[config.mk]
export PLATFORM = sky130hd
export DESIGN_NAME = i2c_tx_fifo
export DESIGN_NICKNAME = d
export VERILOG_FILES = /design/src/rtl/i2c_tx_fifo.sv
export SDC_FILE = /design/constraint.sdc
export NUM_CORES = 1
export LEC_CHECK = 0
export CORE_MARGIN = 1.5
export CORE_UTILIZATION = 40
export CTS_BUF_LIST = sky130_fd_sc_hd__clkbuf_4 sky130_fd_sc_hd__clkbuf_8
export DETAILED_ROUTE_END_ITERATION = 10
export HOLD_SLACK_MARGIN = 0.06
export PLACE_DENSITY = 0.71
export REMOVE_ABC_BUFFERS = 1
export SYNTH_ARGS = -nofsm -noshare
export SYNTH_HDL_FRONTEND = slang
export SYNTH_SLANG_ARGS = --single-unit
[constraint.sdc]
create_clock -name i2c_core_clock_i -period 2.9 [get_ports i2c_core_clock_i]
set_input_delay 0.58 -clock i2c_core_clock_i [delete_from_list [all_inputs] [get_ports i2c_core_clock_i]]
set_output_delay 0.58 -clock i2c_core_clock_i [all_outputs]
set_load 0.005 [all_outputs]
[src/rtl/i2c_tx_fifo.sv]
// Transmit FIFO feeding the I2C master core: show-ahead head byte, occupancy and threshold flags.
// Optional sticky overflow/underflow flags are built when I2C_TX_FIFO_ERR_FLAGS_EN is defined.
module i2c_tx_fifo #(
  parameter int unsigned DATA_WIDTH = 8,
  parameter int unsigned ADDR_WIDTH = 4
) (
  input  logic                  i2c_core_clock_i,
  input  logic                  reset_bit_i,
  input  logic                  wr_en_i,
  input  logic [DATA_WIDTH-1:0] wr_data_i,
  input  logic                  rd_en_i,
  input  logic                  flush_i,
  input  logic                  clear_flags_i,
  input  logic [ADDR_WIDTH-1:0] thresh_i,
  output logic [DATA_WIDTH-1:0] rd_data_o,
  output logic                  empty_o,
  output logic                  full_o,
  output logic [ADDR_WIDTH:0]   count_o,
  output logic                  almost_empty_o,
  output logic                  overflow_o,
  output logic                  underflow_o
);

  localparam int unsigned Depth = 2 ** ADDR_WIDTH;
  localparam logic [ADDR_WIDTH:0] PtrOne = 1;

  logic [DATA_WIDTH-1:0] mem_q [Depth];
  logic [ADDR_WIDTH:0]   wr_ptr_q, wr_ptr_d;
  logic [ADDR_WIDTH:0]   rd_ptr_q, rd_ptr_d;
  logic                  wr_accept, rd_accept;

  // Status derives only from registered pointers, never from this cycle's enables.
  assign empty_o = (wr_ptr_q == rd_ptr_q);
  assign full_o  = (wr_ptr_q[ADDR_WIDTH-1:0] == rd_ptr_q[ADDR_WIDTH-1:0]) &&
                   (wr_ptr_q[ADDR_WIDTH] != rd_ptr_q[ADDR_WIDTH]);
  assign count_o = wr_ptr_q - rd_ptr_q;
  assign almost_empty_o = (count_o <= {1'b0, thresh_i});
  assign rd_data_o = mem_q[rd_ptr_q[ADDR_WIDTH-1:0]];

  // A pop frees the slot a simultaneous push needs, so full does not block a paired write.
  assign wr_accept = wr_en_i & (~full_o | rd_en_i) & ~flush_i;
  assign rd_accept = rd_en_i & ~empty_o & ~flush_i;

  always_comb begin
    wr_ptr_d = wr_ptr_q;
    rd_ptr_d = rd_ptr_q;
    if (flush_i) begin
      wr_ptr_d = '0;
      rd_ptr_d = '0;
    end else begin
      if (wr_accept) wr_ptr_d = wr_ptr_q + PtrOne;
      if (rd_accept) rd_ptr_d = rd_ptr_q + PtrOne;
    end
  end

  always_ff @(posedge i2c_core_clock_i or posedge reset_bit_i) begin
    if (reset_bit_i) begin
      wr_ptr_q <= '0;
      rd_ptr_q <= '0;
    end else begin
      wr_ptr_q <= wr_ptr_d;
      rd_ptr_q <= rd_ptr_d;
    end
  end

  // Storage is deliberately not reset.
  always_ff @(posedge i2c_core_clock_i) begin
    if (wr_accept) mem_q[wr_ptr_q[ADDR_WIDTH-1:0]] <= wr_data_i;
  end

`ifdef I2C_TX_FIFO_ERR_FLAGS_EN
  logic overflow_q, overflow_d;
  logic underflow_q, underflow_d;
  logic ovf_evt, unf_evt;

  assign ovf_evt = wr_en_i & full_o & ~rd_en_i & ~flush_i;
  assign unf_evt = rd_en_i & empty_o & ~flush_i;

  // A new error in the same cycle as a clear wins.
  always_comb begin
    overflow_d  = (overflow_q & ~clear_flags_i) | ovf_evt;
    underflow_d = (underflow_q & ~clear_flags_i) | unf_evt;
  end

  always_ff @(posedge i2c_core_clock_i or posedge reset_bit_i) begin
    if (reset_bit_i) begin
      overflow_q  <= 1'b0;
      underflow_q <= 1'b0;
    end else begin
      overflow_q  <= overflow_d;
      underflow_q <= underflow_d;
    end
  end

  assign overflow_o  = overflow_q;
  assign underflow_o = underflow_q;
`else
  logic unused_clear_flags;
  assign unused_clear_flags = clear_flags_i;
  assign overflow_o  = 1'b0;
  assign underflow_o = 1'b0;
`endif

endmodule

* After elaboration in Yosys (flattened, before gate mapping)
Memories as Yosys holds them, arrays and structs flattened. Index checks and enable logic that the tools add are counted.
Operators by class: $add $sub $neg 3, magnitude comparators 1, equality and inequality tests 3, muxes and demuxes 6, bitwise logic cells 8, reduce and logical (&&, ||, !) cells 3
Operator list (number):
- $mux W5 | 4
- $add A5 B1 Y5 const B | 2
- $eq A5 B5 Y1 | 1
- $le A5 B4 Y1 | 1
- $sub A5 B5 Y5 | 1
- $and A1 B1 Y1 | 4
- $eq A4 B4 Y1 | 1
- $reduce_bool A2 Y1 | 2
- $not A1 Y1 | 3
- $mux W1 | 2
- $logic_and A1 B1 Y1 | 1
- $ne A1 B1 Y1 | 1
- $or A1 B1 Y1 | 1
Word-level totals: register bits after elaboration 10, memory bits (writable) 128, input bits 18, logic and storage cells 27, memories kept 1
Memories:
- mem_q | words 16, width 8, rd ports 1, clocked after Yosys merged registers in 0, write ports 1, RTL line 27 | logic [DATA_WIDTH-1:0] mem_q [Depth];

* Depth between registers and ports, before layout
Gate-level depths: netlist of run 1.
word-level depth 8, depth in mapped cells 12, gate-level depth less buffers 10

* Least setup slack after synthesis of run 1
No wires, ideal clock.
path kind reg2out, start point register rd_ptr_q[1], end point output port almost_empty_o, data arrival time 2.423 ns, required time 2.320 ns, path slack -0.103 ns, cell stages (with the launch flop) 12, path through dfrtp_1 -> buf_2 -> buf_2 -> buf_2 -> inv_1 -> fa_1 -> ha_1 -> nor2b_1 -> o21a_1 -> o21ai_0 -> nand2b_1 -> a21oi_1
On the way: cells in the longest elaborated chain, start to end 2
Ends and longest elaborated chain:
- from (decl) | RTL line 29 | logic [ADDR_WIDTH:0] rd_ptr_q, rd_ptr_d;
- from (signal assigned) | RTL line 62 | rd_ptr_q <= rd_ptr_d;
- $sub A5 B5 Y5 | RTL line 36 | assign count_o = wr_ptr_q - rd_ptr_q;
- net count_o[1] | RTL line 18 | output logic [ADDR_WIDTH:0] count_o,
- $le A5 B4 Y1 | RTL line 37 | assign almost_empty_o = (count_o <= {1'b0, thresh_i});
- to (decl) | RTL line 19 | output logic almost_empty_o,
The timed path passes the listed nets, and every way through them passes these cells.

* Worst setup path in the final report of run 1
start point register wr_ptr_q[0], end point output port almost_empty_o
On the way: cells in the longest elaborated chain, start to end 2
Ends and longest elaborated chain:
- from (decl) | RTL line 28 | logic [ADDR_WIDTH:0] wr_ptr_q, wr_ptr_d;
- from (signal assigned) | RTL line 61 | wr_ptr_q <= wr_ptr_d;
- $sub A5 B5 Y5 | RTL line 36
- $le A5 B4 Y1 | RTL line 37
Every way passes these cells.

==> results of run 1 <==
==> metrics by stage <==
stage | hold WS (ns) | setup slack, ns | setup TNS, ns
floorplan | 0.420 | -0.690 | -52.94
global placement | 0.608 | -0.183 | -0.183
detailed placement | 0.641 | -0.272 | -0.272
CTS | 0.469 | -0.292 | -0.619
global route | 0.496 | -0.329 | -1.02
finish | 0.455 | -0.225 | -0.414
==> registers in the layout (all words and copies together), names as in the netlist <==
signal / count
mem_q: 128
rd_ptr_q: 5
wr_ptr_q: 5
==> how the worst max path moves through the flow <==
stage           startpoint              to  slack (ns)  cells after the start
2_1_floorplan  rd_ptr_q[0]  almost_empty_o       -0.69                      9
3_3_place_gp   wr_ptr_q[0]  almost_empty_o       -0.18                     11
3_5_place_dp   wr_ptr_q[0]  almost_empty_o       -0.27                     11
4_1_cts        wr_ptr_q[0]  almost_empty_o       -0.29                     11
5_1_grt        wr_ptr_q[0]  almost_empty_o       -0.33                     11
6_report       wr_ptr_q[0]  almost_empty_o       -0.22                     11
==> critical path, cell delays in order, from the launching register on <==
cell and delay (ns):
dfrtp_1 0.40, inv_2 0.09, ha_4 0.13, inv_2 0.04
fa_2 0.56, ha_4 0.21, nor2b_4 0.12, o21a_1 0.17
o21ai_1 0.12, nand2b_1 0.08, a21oi_2 0.11, buf_2 0.11
==> logic make-up (layout without fill, tap and decap cells) <==
kind of cell             Yosys count  count (layout)
other                              1               2
adder cells (fa/ha/maj)           14              14
AO/OA/AOI/OAI                     27              27
XOR/XNOR                          13              13
AND/OR/NAND/NOR                   90              90
buffers and inverters             27             119
flip-flops                       138             138
multiplexers                      40              40
==> Yosys cell counts, drive strengths merged, types with 8 or more instances <==
cell type | n | share of area
buf | 14 | 0.017
ha | 13 | 0.028
nand3 | 17 | 0.014
a211o | 8 | 0.012
inv | 11 | 0.0070
dfrtp | 10 | 0.043
nor2b | 10 | 0.011
a21oi | 13 | 0.011
mux4 | 24 | 0.095
nor2 | 31 | 0.020
edfxtp | 128 | 0.65
nand2 | 18 | 0.011
mux2i | 16 | 0.027
==> power by group through the flow <==
stage | Clock, uW | Combinational, uW | Sequential, uW
2_1_floorplan | 0 | 342 | 2310
3_3_place_gp | 0 | 723 | 2250
3_5_place_dp | 0 | 737 | 2250
4_1_cts | 1360 | 887 | 2210
5_1_grt | 1440 | 949 | 2210
6_report | 1330 | 882 | 2210
==> per-layer routing <==
layer | part of all wire | routed length [um] | global-route usage
met1 | 0.42 | 5130 | 0.206
met2 | 0.52 | 6340 | 0.279
met3 | 0.053 | 640 | 0.0353
met4 | 0.0058 | 71 | 0.0514
met5 | 0 | 0 | 0
==> layout by cell type, fill, tap and decap left out, drive strengths merged, types with 2 or more instances in the layout <==
cell type        n
xnor2            7
clkinvlp         4
clkdlybuf4s15    6
mux2i           16
nor2b           10
nand4            6
xor2             6
ha              13
nand2           18
dlygate4sd2      2
edfxtp         128
clkinv           3
inv             16
dfrtp           10
nand3b           2
a21oi           13
nor2            31
buf             48
mux4            24
clkbuf          19
o21a             2
a21o             2
nand3           17
nand2b           5
a211o            8
clkdlybuf4s50   20
conb             2
==> layout make-up <==
class	instances	area (sq um)	area share
tap	184	230	0.0323
clock inverter	12	93.8	0.0132
sequential	138	4100	0.576
clock buffer	18	241	0.0339
multi-input combinational	186	1670	0.235
inverter	11	41.3	0.00580
timing repair buffer	78	743	0.104
==> what timing repair did <==
item / CTS / global route
setup endpoints to repair: 12 / 9
hold buffers: 0 / 0
cloned: 2 / 0
resized for setup: 55 / 3
setup buffers: 7 / 3
pin swaps: 10 / 5
==> reports/results.ini, run 1 <==
[power]
intPower_uw=3310
total_power_uw=4420
switching_power_uw=1110
power_per_cell_area_nw_per_um2=621
p_clk_frac=0.301
pwr-share-seq=0.500
p_leak_uw=0.00242
comb_power_share=0.200
peakVddDrop_v=0.000267
switching_share=0.252

[timing]
worstMarginPinSlew_ns=0.610
finalMaxSlewViolations=0
setup_violations=8
timing.fmax_mhz=320
finalHoldViolations=0
period_share=1.08
fin_crit_ns=3.12
final.setup.worst_slack_ns=-0.225
rsz0062_at_grt=true
skew_ns=0.0128
relSlewSlack=0.592

[drt]
drc=0
vias=3342
drt-total-wl_mm=12.2
ant_nets=0
dr.pass1.iters=5
initialDrtViolationCount=275
drt-vias-per-instance=5.33
wl_per_cell_um=19.4

[synth]
syn_area_sq_um=5880
synth_top_family_by_area=multiplexers
synth-simple-area-share=0.0722
synth-async-reset-ratio=0.0725
synth-seq-area-share=0.697
synth-edff-count=128
synth_compound_area_frac=0.0305
syn_inst=350
synth_fa_ha_area_frac=0.0311
synthXorXnorAreaFrac=0.0207
muxShareOfSynthArea=0.122
yosys_most_used_dff=edfxtp_1
synth.distinct_cells=33
avgSynthCellArea_sq_um=16.8
ys_ff_latch=138
ys_warn_count=0

[cells_and_area]
n_antenna_cell=0
layout-drive-gt1-share=0.269
area_growth_pct=21.1
fillers=1195
instances_no_fill=627
utilization=0.493
fin_area_sq_um=7120
nets=464

[place]
dp_cells=586
port_buffers=32
dpl_cell_area_sq_um=6590
dp.final_hpwl_mm=7.78
routabilityCongestion=0.771

[flow_run]
drv_cap=0

[clock_network]
cts_tree=yes
cts.sinks=138
cts-buffers-inserted=17
clkLatencyLatePin_ns=0.42
path_clk_slew_ns=0.08
cts_max_level=4
cts-root-buf=clkbuf_8
clock_path_buffers=2

[grt]
grt_max_degree=43
grt_use_total=0.162
antenna_found_initial=0
gr-total-overflow=0
grt_pass1_vias=3549
grt_pass1_wl_mm=19.0

[worst_setup_path]
worstSetupStartpointType=flop
path_class=reg -> out
end_kind=output pin
worstPathRequired_ns=2.32
r2r_slack_ns=0.68
crit_fanout=2
r2r_end=mem_q[1][7]
timing.rr.start=wr_ptr_q[1]
r2r_cells=6
arrival_ns=2.54

[worst_hold_path]
hold_path.class=in -> async

[floorplanning]
io_pins=36
rows=44
fp.coreArea_sq_um=14400
start_util=0.407
die_area_sq_um=15400
die_y_um=124
die_w_um=124

[outcome]
violations=negative setup slack
outcome=finished, violations left

Power figures use the tool's default switching activity.
==> run 2: changes to the inputs <==
--- a/config.mk
+++ b/config.mk
@@ -5,6 +5,7 @@
 export SDC_FILE = /design/constraint.sdc
 export NUM_CORES = 1
 export LEC_CHECK = 0
+export ABC_CLOCK_PERIOD_IN_PS = 2900
 export CORE_MARGIN = 1.5
 export CORE_UTILIZATION = 40
 export CTS_BUF_LIST = sky130_fd_sc_hd__clkbuf_4 sky130_fd_sc_hd__clkbuf_8
==> results of run 2 <==
No change in the layout: final DEF, timing and power equal those of run 1.
